--- src/rtl/pci_pkg.sv ---
// Shared definitions for the PCI single-data-phase bus master.
//   - bus command codes driven on C/BE# during the address phase
//   - completion status codes reported on rsp_status
//   - master FSM state encoding
package pci_pkg;

   localparam logic [3:0] CMD_MEM_READ  = 4'b0110;
   localparam logic [3:0] CMD_MEM_WRITE = 4'b0111;

   typedef enum logic [1:0] {
      STAT_OK             = 2'b00,
      STAT_MASTER_ABORT   = 2'b01,
      STAT_TARGET_ABORT   = 2'b10,
      STAT_RETRY_EXCEEDED = 2'b11
   } status_e;

   typedef enum logic [2:0] {
      S_IDLE,
      S_ARB,
      S_ADDR,
      S_DATA,
      S_TURN,
      S_RESP
   } state_e;

endpackage : pci_pkg

--- src/rtl/pci_parity.sv ---
// PCI even parity over one AD/C-BE# phase.
//   ad  : 32-bit AD value of the phase
//   cbe : 4-bit C/BE# value of the phase
//   par : PAR bit that makes the 37-bit total contain an even number of ones
module pci_parity (
   input  logic [31:0] ad,
   input  logic [3:0]  cbe,
   output logic        par
);

   assign par = ^{ad, cbe};

endmodule : pci_parity

--- src/rtl/pci_master.sv ---
// PCI bus master performing one single-data-phase memory read or write per
// local request.
//   Local side : req_valid/req_ready request handshake with write flag,
//                DWORD address, write data and active-high byte enables;
//                rsp_valid one-clock strobe with rsp_data, rsp_status, rsp_perr.
//   PCI side   : AD, C/BE#, PAR, FRAME#, IRDY# pads as in/out/enable triples,
//                TRDY#/STOP#/DEVSEL# target inputs, REQ#/GNT# arbitration.
//   Parameters : DEVSEL_TIMEOUT data clocks without DEVSEL# before master
//                abort; MAX_RETRY target retries before giving up.
module pci_master
   import pci_pkg::*;
#(
   parameter int DEVSEL_TIMEOUT = 5,
   parameter int MAX_RETRY      = 16
) (
   input  logic        clk,
   input  logic        rst,
   // local request
   input  logic        req_valid,
   output logic        req_ready,
   input  logic        req_write,
   input  logic [31:0] req_addr,
   input  logic [31:0] req_data,
   input  logic [3:0]  req_be,
   // local response
   output logic        rsp_valid,
   output logic [31:0] rsp_data,
   output logic [1:0]  rsp_status,
   output logic        rsp_perr,
   // PCI pads
   input  logic [31:0] ad_in,
   output logic [31:0] ad_out,
   output logic        ad_en,
   output logic [3:0]  cbe_out,
   output logic        cbe_en,
   input  logic        par_in,
   output logic        par_out,
   output logic        par_en,
   input  logic        frame_in,
   output logic        frame_out,
   output logic        frame_en,
   input  logic        irdy_in,
   output logic        irdy_out,
   output logic        irdy_en,
   input  logic        trdy_in,
   input  logic        stop_in,
   input  logic        devsel_in,
   output logic        req,
   input  logic        gnt
);

   localparam int RETRY_W = $clog2(MAX_RETRY + 1);
   localparam int DSEL_W  = $clog2(DEVSEL_TIMEOUT + 1);
   localparam logic [RETRY_W-1:0] RETRY_LIMIT = RETRY_W'(MAX_RETRY);
   localparam logic [DSEL_W-1:0]  DSEL_LAST   = DSEL_W'(DEVSEL_TIMEOUT - 1);

   state_e               state_q,       state_d;
   logic                 write_q,       write_d;
   logic [31:2]          addr_q,        addr_d;
   logic [31:0]          data_q,        data_d;
   logic [3:0]           be_q,          be_d;
   logic [RETRY_W-1:0]   retry_cnt_q,   retry_cnt_d;
   logic                 retry_flag_q,  retry_flag_d;
   logic [DSEL_W-1:0]    dsel_cnt_q,    dsel_cnt_d;
   logic                 dsel_seen_q,   dsel_seen_d;
   status_e              outcome_q,     outcome_d;
   logic [31:0]          rdata_q,       rdata_d;
   logic [31:0]          rsp_data_q,    rsp_data_d;
   status_e              rsp_status_q,  rsp_status_d;
   logic                 rsp_perr_q,    rsp_perr_d;
   logic                 par_q,         par_d;
   logic                 par_en_q,      par_en_d;

   logic [RETRY_W-1:0]   retry_inc;
   logic                 par_gen;
   logic                 par_chk;
   logic [3:0]           be_n;
   logic                 addr_lsb_unused;

   // Addresses are DWORD aligned; the two low request bits are ignored.
   assign addr_lsb_unused = ^req_addr[1:0];
   assign retry_inc       = retry_cnt_q + 1'b1;
   assign be_n            = ~be_q;

   // PAR trails its AD/C-BE# phase by one clock: generate from what is on the
   // pads now, register, and present it the following clock.
   pci_parity u_par_gen (
      .ad  (ad_out),
      .cbe (cbe_out),
      .par (par_gen)
   );

   // Read data parity is checked against the byte enables of the data phase.
   pci_parity u_par_chk (
      .ad  (rdata_q),
      .cbe (be_n),
      .par (par_chk)
   );

   // NOTE: state flops take non-blocking assignments only, so every flop
   // samples the pre-edge value of every other flop.
   always_ff @(posedge clk) begin
      if (rst) begin
         state_q      <= S_IDLE;
         write_q      <= 1'b0;
         addr_q       <= '0;
         data_q       <= '0;
         be_q         <= '0;
         retry_cnt_q  <= '0;
         retry_flag_q <= 1'b0;
         dsel_cnt_q   <= '0;
         dsel_seen_q  <= 1'b0;
         outcome_q    <= STAT_OK;
         rdata_q      <= '0;
         rsp_data_q   <= '0;
         rsp_status_q <= STAT_OK;
         rsp_perr_q   <= 1'b0;
         par_q        <= 1'b0;
         par_en_q     <= 1'b0;
      end else begin
         state_q      <= state_d;
         write_q      <= write_d;
         addr_q       <= addr_d;
         data_q       <= data_d;
         be_q         <= be_d;
         retry_cnt_q  <= retry_cnt_d;
         retry_flag_q <= retry_flag_d;
         dsel_cnt_q   <= dsel_cnt_d;
         dsel_seen_q  <= dsel_seen_d;
         outcome_q    <= outcome_d;
         rdata_q      <= rdata_d;
         rsp_data_q   <= rsp_data_d;
         rsp_status_q <= rsp_status_d;
         rsp_perr_q   <= rsp_perr_d;
         par_q        <= par_d;
         par_en_q     <= par_en_d;
      end
   end

   // Next-state and datapath updates.
   always_comb begin
      // NOTE: every variable gets a hold/default value first so no path through
      // the case statement can leave one unassigned and infer a latch.
      state_d      = state_q;
      write_d      = write_q;
      addr_d       = addr_q;
      data_d       = data_q;
      be_d         = be_q;
      retry_cnt_d  = retry_cnt_q;
      retry_flag_d = retry_flag_q;
      dsel_cnt_d   = dsel_cnt_q;
      dsel_seen_d  = dsel_seen_q;
      outcome_d    = outcome_q;
      rdata_d      = rdata_q;
      rsp_data_d   = rsp_data_q;
      rsp_status_d = rsp_status_q;
      rsp_perr_d   = rsp_perr_q;
      par_d        = par_gen;
      par_en_d     = ad_en;

      case (state_q)
         S_IDLE: begin
            if (req_valid) begin
               write_d     = req_write;
               addr_d      = req_addr[31:2];
               data_d      = req_data;
               be_d        = req_be;
               retry_cnt_d = '0;
               state_d     = S_ARB;
            end
         end

         S_ARB: begin
            // Granted and the bus is idle (no FRAME#, no IRDY# from anyone).
            if (!gnt && frame_in && irdy_in) begin
               state_d = S_ADDR;
            end
         end

         S_ADDR: begin
            dsel_cnt_d   = '0;
            dsel_seen_d  = 1'b0;
            retry_flag_d = 1'b0;
            outcome_d    = STAT_OK;
            state_d      = S_DATA;
         end

         S_DATA: begin
            state_d = S_TURN;
            if (!trdy_in) begin
               // Data transferred; STOP# alongside TRDY# is a normal disconnect.
               outcome_d = STAT_OK;
               if (!write_q) begin
                  rdata_d = ad_in;
               end
            end else if (!stop_in && !devsel_in) begin
               retry_cnt_d  = retry_inc;
               retry_flag_d = 1'b1;
               outcome_d    = (retry_inc >= RETRY_LIMIT) ? STAT_RETRY_EXCEEDED : STAT_OK;
            end else if (!stop_in && dsel_seen_q) begin
               outcome_d = STAT_TARGET_ABORT;
            end else if (devsel_in && (dsel_cnt_q == DSEL_LAST)) begin
               outcome_d = STAT_MASTER_ABORT;
            end else begin
               state_d = S_DATA;
               if (devsel_in) begin
                  dsel_cnt_d = dsel_cnt_q + 1'b1;
               end else begin
                  // The timeout counts consecutive clocks without DEVSEL#.
                  dsel_cnt_d  = '0;
                  dsel_seen_d = 1'b1;
               end
            end
         end

         S_TURN: begin
            if (retry_flag_q && (retry_cnt_q < RETRY_LIMIT)) begin
               state_d = S_ARB;
            end else begin
               state_d      = S_RESP;
               rsp_status_d = outcome_q;
               // Only a completed read reports data and parity; par_in carries
               // PAR for the read data phase during this clock.
               if (!write_q && (outcome_q == STAT_OK)) begin
                  rsp_data_d = rdata_q;
                  rsp_perr_d = (par_in != par_chk);
               end else begin
                  rsp_perr_d = 1'b0;
               end
            end
         end

         S_RESP: begin
            state_d = S_IDLE;
         end

         default: begin
            state_d = S_IDLE;
         end
      endcase
   end

   // Pad and handshake outputs, decoded from the current state.
   always_comb begin
      req_ready = 1'b0;
      rsp_valid = 1'b0;
      req       = 1'b1;
      frame_out = 1'b1;
      frame_en  = 1'b0;
      irdy_out  = 1'b1;
      irdy_en   = 1'b0;
      ad_out    = '0;
      ad_en     = 1'b0;
      cbe_out   = '0;
      cbe_en    = 1'b0;

      case (state_q)
         S_IDLE: req_ready = 1'b1;
         S_ARB:  req       = 1'b0;
         S_ADDR: begin
            frame_out = 1'b0;
            frame_en  = 1'b1;
            irdy_en   = 1'b1;
            ad_out    = {addr_q, 2'b00};
            ad_en     = 1'b1;
            cbe_out   = write_q ? CMD_MEM_WRITE : CMD_MEM_READ;
            cbe_en    = 1'b1;
         end
         S_DATA: begin
            // Single data phase: FRAME# is already deasserted here.
            frame_en = 1'b1;
            irdy_out = 1'b0;
            irdy_en  = 1'b1;
            cbe_out  = be_n;
            cbe_en   = 1'b1;
            if (write_q) begin
               ad_out = data_q;
               ad_en  = 1'b1;
            end
         end
         S_TURN: irdy_en   = 1'b1;
         S_RESP: rsp_valid = 1'b1;
         default: ;
      endcase
   end

   assign par_out    = par_q;
   assign par_en     = par_en_q;
   assign rsp_data   = rsp_data_q;
   assign rsp_status = rsp_status_q;
   assign rsp_perr   = rsp_perr_q;

endmodule : pci_master

--- config.mk ---
export PLATFORM = sky130hd
export DESIGN_NAME = pci_master
export DESIGN_NICKNAME = d
export VERILOG_FILES = /design/src/rtl/pci_pkg.sv /design/src/rtl/pci_parity.sv /design/src/rtl/pci_master.sv
export SDC_FILE = /design/constraint.sdc
export NUM_CORES = 1
export LEC_CHECK = 0
export CAP_MARGIN = 20
export CORE_MARGIN = 10
export CORE_UTILIZATION = 52
export DETAILED_ROUTE_END_ITERATION = 8
export PLACE_DENSITY = 0.89
export SLEW_MARGIN = 20
export SYNTH_ARGS = -nofsm -noshare
export SYNTH_HDL_FRONTEND = slang
export SYNTH_SLANG_ARGS = --single-unit
--- constraint.sdc ---
create_clock -name clk -period 5.7 [get_ports clk]
set_input_delay 0.855 -clock clk [delete_from_list [all_inputs] [get_ports clk]]
set_output_delay 0.855 -clock clk [all_outputs]
set_load 0.02 [all_outputs]
## Word level (Yosys, flattened, before mapping)

Cells that the tools add are included.

- Bits in registers: 151

- $add $sub $neg: 2
- $lt $le $gt $ge: 2
- Equal/unequal tests: 16
- Muxes and demuxes: 47
- Bitwise operators: 4
- Reduce and logical (&&, ||, !) cells: 29

Operator list:

| cell | number |
|---|---|
| $reduce_xor A36 Y1 | 2 |
| $pmux W32 S2 | 1 |
| $mux W3 | 12 |
| $mux W32 | 1 |
| $mux W1 | 17 |
| $ne A2 B2 Y1 const B | 8 |
| $mux W5 | 3 |
| $pmux W3 S5 | 1 |
| $mux W2 | 5 |
| $pmux W5 S2 | 1 |
| $eq A3 B3 Y1 const B | 3 |
| $reduce_and A3 Y1 | 3 |
| $pmux W4 S2 | 1 |
| $reduce_and A2 Y1 | 4 |
| $logic_and A1 B1 Y1 | 7 |
| $eq A3 B2 Y1 const B | 2 |
| $pmux W1 S2 | 3 |
| $pmux W3 S2 | 1 |
| $reduce_and A6 Y1 | 1 |
| $add A5 B1 Y5 const B | 1 |
| $ge A5 B5 Y1 const B | 1 |
| $lt A5 B5 Y1 const B | 1 |
| $ne A5 B5 Y1 const B | 1 |
| $reduce_and A5 Y1 | 1 |
| 13 further kinds | 19 |

## Depth between registers and ports, before layout

- Depth after elaboration: 7
- Depth in mapped cells: 10

## Hierarchy

A second synthesis with hierarchy kept.

- Cells, all modules: 784
- Area, all modules: 6550.0 um^2

Modules (own cells, without submodules):

| module | instances | cells an instance | area each (um^2) | seq. area each (um^2) |
|---|---|---|---|---|
| pci_master | 1 | 716 | 5926.9 | 3022.9 |
| pci_parity | 2 | 34 | 311.5 | 0.0 |

## Least setup slack after synthesis

No wires, ideal clock.

- Kind: reg-to-output
- Start point: register state_q[0]
- End point: output ad_out[10]
- Arrival time: 1.560 ns
- Required time: 4.845 ns
- Slack: 3.285 ns
- Cell stages (with the launch flop): 7
- Buffers on the path: 3
- Cell sequence: dfxtp_1 -> buf_4 -> and2_1 -> clkbuf_1 -> clkbuf_1 -> a22oi_1 -> nor2_1

- Cells in the longest elaborated chain, start to end: 2

RTL lines:

| item | line | source |
|---|---|---|
| start: declaration | pci_master.sv:57 | `state_e state_q, state_d;` |
| start signal: assignment | pci_master.sv:121 | `state_q <= state_d;` |
| $eq A3 B2 Y1 | pci_master.sv:257 | `case (state_q)` |
| $pmux W32 S2 * | pci_master.sv:257 |  |
| end: declaration | pci_master.sv:32 | `output logic [31:0] ad_out,` |

Every way passes the cells marked *; elsewhere a longest branch is shown, timed or not.

## Final worst setup path

- Start point: register state_q[0]
- End point: output cbe_out[3]

- Cells in the longest elaborated chain, start to end: 2

RTL lines:

| item | line | source |
|---|---|---|
| $eq A3 B2 Y1 | pci_master.sv:257 |  |
| $pmux W4 S2 * | pci_master.sv:257 |  |
| end: declaration | pci_master.sv:34 | `output logic [3:0] cbe_out,` |

Marked as above.

==> flow_summary.ini <==
[cts]
clock-root-buffer = clkbuf_16
cts_tree = yes
ctsHoldBuffers = 0
htreeDepth = 4
post_cts_resized = 0
numCtsBuffers = 17
clkTransAtPathRegs_ps = 60
clk_path_buf_depth = 2
cts.sinks = 151
clk_latency_ps = 420
postCtsSetupBuffers = 0

[power_and_ir_drop]
p_per_area_nw_per_um2 = 285.5
p_leak_nw = 3.266
worst_ir_drop_vdd_v = 0.0002235

[floorplan]
start_util = 0.5362
dieArea_um2 = 18160
die_h_um = 134.8
rows = 41
core-area_um2 = 12770
die_x_um = 134.8
io_pins = 193

[cells_and_area]
final_common_cell = nand2_1
fin_nets = 1165
syn_to_final_growth_pct = 37.05
antenna_cells = 0
finish.utilization = 0.7348
drive_gt1_frac = 0.04887
final_cell_mix = 285 x nand2_1, 189 x clkdlybuf4s50_1, 159 x a21oi_1

[grt]
antenna_found_initial = 2
grt_pass1_vias = 6375
grt_use_total = 0.2258
grt_pass1_wl_um = 32930
grt.overflow.total = 0
grt_max_degree = 83

[synth]
synth_edf_count = 0
yosysWarnings = 0
async_reset_ff_frac = 0
synth.cell_area_um2 = 6849
synth_nets = 1014
ys_ff_latch = 151
netlist_instances = 900
ys_seq_area_frac = 0.4414
syn_area_per_cell_um2 = 7.610
yosysUniqueCellTypes = 43
synthFlopType = dfxtp_1

[setup_path]
critPathLaunchType = flip-flop
cpMostUsedCell = nor2_1
critPathKind = reg -> out
cp_cell_sequence = buf_4, clkinv_1, nor2_1, inv_1, nor2_1, clkdlybuf4s50_1
required_ps = 4850
setup.worst_path.end_class = output port
cp_top_family = buffers and inverters
crit_arrival_ps = 3430
critPathMaxStageDelay_ps = 770
critPathMaxFanout = 35
crit_slowest_cell = clkinv_1
crit_buf_inv = 4

[run_status]
status = completed

[timing]
fmaxAchievable_mhz = 233.5
finalSetupViolCount = 0
rsz0062_at_grt = no
hold_viol_final = 0
finClkSkew_ps = 8.414
maxSlewHeadroom = 0.2691
tns_ps = 0
final-max-slew-violation-count = 0
finalCriticalPeriod_ps = 4283
min_period_over_period = 0.7513
tightest_slew_ps = 1096

[place]
place.gp.congestion = 0.8485
portBuffers = 190
dp_hpwl_um = 14190

[detailed_routing]
drc = 0
vias = 6669
dr.pass1.iters = 5
drt-total-wl_um = 20850
drt-initial-drc-count = 509
viasPerCell = 5.396
wl_per_cell_um = 16.87
final_antenna_net_count = 0

[hold_path]
hp-class = reg -> reg

[flow_run]
max_cap_viol_count = 0
## sequential cells by signal (all words and copies together) (netlist names)
signal / cells
state_q: 3
rsp_data: 32
par_en: 1
rdata_q: 32
rsp_status: 2
outcome_q: 2
dsel_cnt_q: 3
par_out: 1
rsp_perr: 1
data_q: 32
retry_cnt_q: 5
be_q: 4
addr_q: 30
dsel_seen_q: 1
write_q: 1
retry_flag_q: 1
## layer usage
metal | part of all wire | wire length [um] | track usage
met2 | 0.47 | 9776 | 0.3580
met4 | 0.032 | 659 | 0.08948
met5 | 0.00038 | 8 | 0
met1 | 0.37 | 7811 | 0.2566
met3 | 0.12 | 2591 | 0.1076
## cell families (layout without fill, tap and decap cells)
logic type | after synthesis | count (layout) | synth area share
AOI/OAI and AO/OA | 207 | 207 | 0.1657
xor gates and xnor gates | 77 | 77 | 0.1047
adders and majority gates | 3 | 3 | 0.005481
buffers and inverters | 74 | 238 | 0.04512
DFF | 151 | 151 | 0.4414
muxes | 3 | 3 | 0.004385
and+or+nand+nor | 385 | 385 | 0.2333
## report_power, final
part | internal (mW) | switching (mW)
Sequential | 1.10 | 0.0354
Clock | 0.755 | 0.433
Combinational | 0.171 | 0.189
Total | 2.02 | 0.657
## synth_stat cells (3+ instances only)
library cell	n	area share
nor3_1	8	0.0058
nand2_1	286	0.16
dfxtp_1	151	0.44
and2_1	4	0.0037
buf_2	7	0.0051
o22ai_1	7	0.0064
clkbuf_1	53	0.029
nand3_1	14	0.010
nor2_1	46	0.025
nand2b_1	8	0.0073
nor2b_1	4	0.0037
xor2_1	18	0.023
or3_1	4	0.0037
ha_1	3	0.0055
inv_1	7	0.0038
mux2i_1	3	0.0044
a21oi_1	159	0.12
a22oi_1	25	0.027
xnor2_1	56	0.072
o21ai_0	8	0.0058
## layout make-up
class	instances	area, um2
inverter	9	33.78
sequential	151	3023
clock buffer	20	456.7
clock inverter	12	172.7
timing repair buffer	197	1952
multi-input combinational	675	3533
tap	172	215.2
fill	937	3387
## path summary, 6_finish.rpt
path,start,end,slack [ps],cells after the start
worst min register to register,rsp_data[15]$_SDFFE_PP0P_,rsp_data[15]$_SDFFE_PP0P_,450,2
worst max register to register,state_q[0]$_SDFFE_PP0P_,rdata_q[5]$_SDFFE_PP0P_,2140,7
worst min-delay path,rsp_data[15]$_SDFFE_PP0P_,rsp_data[15]$_SDFFE_PP0P_,450,2
worst max-delay path,state_q[0]$_SDFFE_PP0P_,cbe_out[3],1420,6
## per-stage QoR
stage	std cells	setup WS, ps	total power, mW	hold WS [ps]	instance area, um2
global placement	1204	1938	1.502	440.5	8756
finish	1236	1417	2.680	451.9	9387
detailed placement	1204	1871	1.509	447.9	8756
global route	1236	1213	2.784	473.1	9387
floorplan	900	3285	1.365	431.8	6849
CTS	1236	1407	2.690	455.0	9385
## worst reg2reg max path, stage by stage (launching register included)
cell,delay (ps)
dfxtp_1,300
buf_4,340
clkinv_1,780
nor2_1,600
inv_1,250
or3_1,810
nand2_1,250
a21oi_1,80
Power figures use the tool's default switching activity.
==> RTL edit (same flow settings) <==
`MAX_RETRY`: 16 -> 8.
--- a/src/rtl/pci_master.sv
+++ b/src/rtl/pci_master.sv
@@ -13,3 +13,3 @@
    parameter int DEVSEL_TIMEOUT = 5,
-   parameter int MAX_RETRY      = 16
+   parameter int MAX_RETRY      = 8
 ) (
Behaviour: same outputs for any inputs over 4 cycles, from zero or initial values and one cycle with rst high; that may be too few to reach the edited logic, so the function may still have changed.
==> RTL edit against the original RTL <==
  * Power rose by 7.3%
  * Register-to-register slack improved by 0.24 ns
  * Die area increased by 0.48%
  * Area after synthesis grew 0.57%
  * Clock skew shrank 0.0018 ns
  * Sequential cell count fell by 1
  * Synthesized cell count is 2.1% higher
  * Sequential power grew 4%
  * Critical path depth decreased by 2
  * Routed wire length up 0.18%
  * Worst setup slack improved by 0.16 ns
  * Cell area down 0.32%
  * Clock power is 10% lower
==> RTL edit: results (changes against the original RTL) <==
Run status
  – Status: complete, no violations (unchanged)

Timing
  – Clock Skew: 0.006617 ns (was 0.008414 ns)
  – F_max: 242.6 MHz (was 233.5 MHz)
  – Worst slew pin tran: 1.116 ns (was 1.096 ns)

Worst setup path
  – Crit-path slowest cell: and2_1 (was clkinv_1)
  – Worst R2R Setup Slack: 2.38 ns (was 2.14 ns)
  – Worst endpoint data arrival time: 3.27 ns (was 3.43 ns)
  – Worst Path Max Fanout: 27 (was 35)
  – Largest stage delay, worst path: 0.96 ns (was 0.77 ns)

Finish
  – Share of cells above drive strength 1: 5.190% (was 4.887%)
  – NumNets Final: 1181 (was 1165)
  – Fill cells: 981 (was 937)

Synthesis
  – Syn nets: 1033 (was 1014)
  – Post-synth cell types: 44 (was 43)
  – Seq/Total Area, Yosys: 43.60% (was 44.14%)
  – Post-Synth Adder-Cell Area: 0.5450% (was 0.5480%)
  – Post-synthesis xor/xnor area fraction: 10.50% (was 10.47%)
  – Syn. warnings: 0 (unchanged)
  – Synthesized-area fraction occupied by ao, oa, aoi and oai cells: 15.04% (was 16.57%)
  – Post-synth top cells: nand2_1 (277), a21oi_1 (173), dfxtp_1 (150) (was nand2_1 (286), a21oi_1 (159), dfxtp_1 (151))
  – Ys flop type: dfxtp_1 (unchanged)
  – Area contributors post-synth: dfxtp_1 (44%), nand2_1 (15%), a21oi_1 (13%), xnor2_1 (8.3%), clkbuf_1 (2.8%) (was dfxtp_1 (44%), nand2_1 (16%), a21oi_1 (12%), xnor2_1 (7.2%), clkbuf_1 (2.9%))
  – Post-synth ARST share: 0% (unchanged)
  – Post-synthesis mux area share: 0.7266% (was 0.4384%)

CTS
  – CTS Buffer Depth: 2 (unchanged)
  – Setup bufs post-CTS: 0 (unchanged)
  – CTS HTree Levels: 4 (unchanged)
  – PostCTS Resize Cnt: 0 (unchanged)
  – Clock transition at the registers of the reported paths: 0.06 ns (about the same)
  – Clock latency at the later pin of the worst-skew pair: 0.43 ns
  – CTS buffer count: 17 (unchanged)
  – Root buffer cell: clkbuf_16 (unchanged)

Drt
  – Initial drt markers: 652 (was 509)
  – Router iterations before antenna repair: 5 (unchanged)
  – Post-DR wirelength/cell: 16.67 µm (was 16.87 µm)
  – Vias per inst: 5.367 (was 5.396)

Global routing
  – Largest net degree at the start of global routing: 81 (was 83)
  – Tot GR Track Use: 22.06% (was 22.58%)
  – First-pass GRT wire length: 32.53 mm (was 32.93 mm)
  – Vias in the first global route: 6392 (was 6375)
  – Initial antenna violation count: 2 (unchanged)

Placement
  – PortBufs: 190 (unchanged)
  – HPWL after DPL: 14.01 mm (was 14.19 mm)
  – GPL Wtd Cong: 0.8457 (was 0.8485)
  – Pre-CTS setup slack: 2.071 ns (was 1.871 ns)

Pwr
  – Max VDD drop: 0.2256 mV (was 0.2235 mV)
  – Leak: 3.231 nW (was 3.266 nW)

Worst hold path
  – Worst Hold Class: reg -> reg (unchanged)
## RTL edit: where the power goes
| group | total, mW | internal, mW | switching [mW] |
|---|---|---|---|
| Clock | 1.07 | 0.603 | 0.462 |
| Combinational | 0.632 | 0.271 | 0.361 |
| Sequential | 1.18 | 1.12 | 0.0594 |
## RTL edit: worst paths after layout
check / start / end / cells past startpoint
min reg2reg: rsp_data[17]$_SDFFE_PP0P_ / rsp_data[17]$_SDFFE_PP0P_ / 2
max: write_q$_SDFFE_PP0P_ / ad_out[5] / 4
min: rsp_data[17]$_SDFFE_PP0P_ / rsp_data[17]$_SDFFE_PP0P_ / 2
max reg2reg: state_q[2]$_SDFFE_PP0P_ / par_out$_SDFF_PP0_ / 10
## RTL edit: cells by family after synthesis
| group | Yosys count |
|---|---|
| flops | 150 |
| simple gates | 406 |
| fa+ha+maj | 3 |
| buf+inv | 77 |
| compound gates | 197 |
| mux | 5 |
| xor+xnor | 81 |
## RTL edit: layout make-up
class | instances | share of cell area [%]
Clock buffer | 18 | 4.587
Multi-Input combinational cell | 692 | 38.43
Inverter | 10 | 0.4012
Sequential cell | 150 | 32.11
Antenna cell | 2 | 0.05349
Tap cell | 172 | 2.300
Clock inverter | 13 | 1.337
Timing Repair Buffer | 196 | 20.78
## RTL edit: critical path: cells and delay by family, from the launching register on
family	cells	cell delay, ns
simple gates	2	1.24
buf+inv	1	0.67
flops	1	0.76
compound gates	1	0.16
## RTL edit: metrics by stage
| stage | instance area (µm²) | cells | power, mW | hold WS (ns) |
|---|---|---|---|---|
| 3_3_place_gp | 8795 | 1220 | 1.810 | 0.4391 |
| 4_1_cts | 9349 | 1251 | 2.881 | 0.4538 |
| 2_1_floorplan | 6888 | 919 | 1.609 | 0.4318 |
| 5_1_grt | 9356 | 1253 | 2.995 | 0.4735 |
| 3_5_place_dp | 8795 | 1220 | 1.822 | 0.4462 |
| 6_report | 9356 | 1253 | 2.874 | 0.4528 |
## RTL edit: metal layers
layer	routed length (µm)	vias up	global-route usage, %	part of all wire, %
met5	0	-	0	0
met4	757	0	10.65	3.6
met3	1583	45	6.973	7.6
met2	10180	234	35.95	49
met1	8363	3157	25.66	40
li1	-	3289	-	-
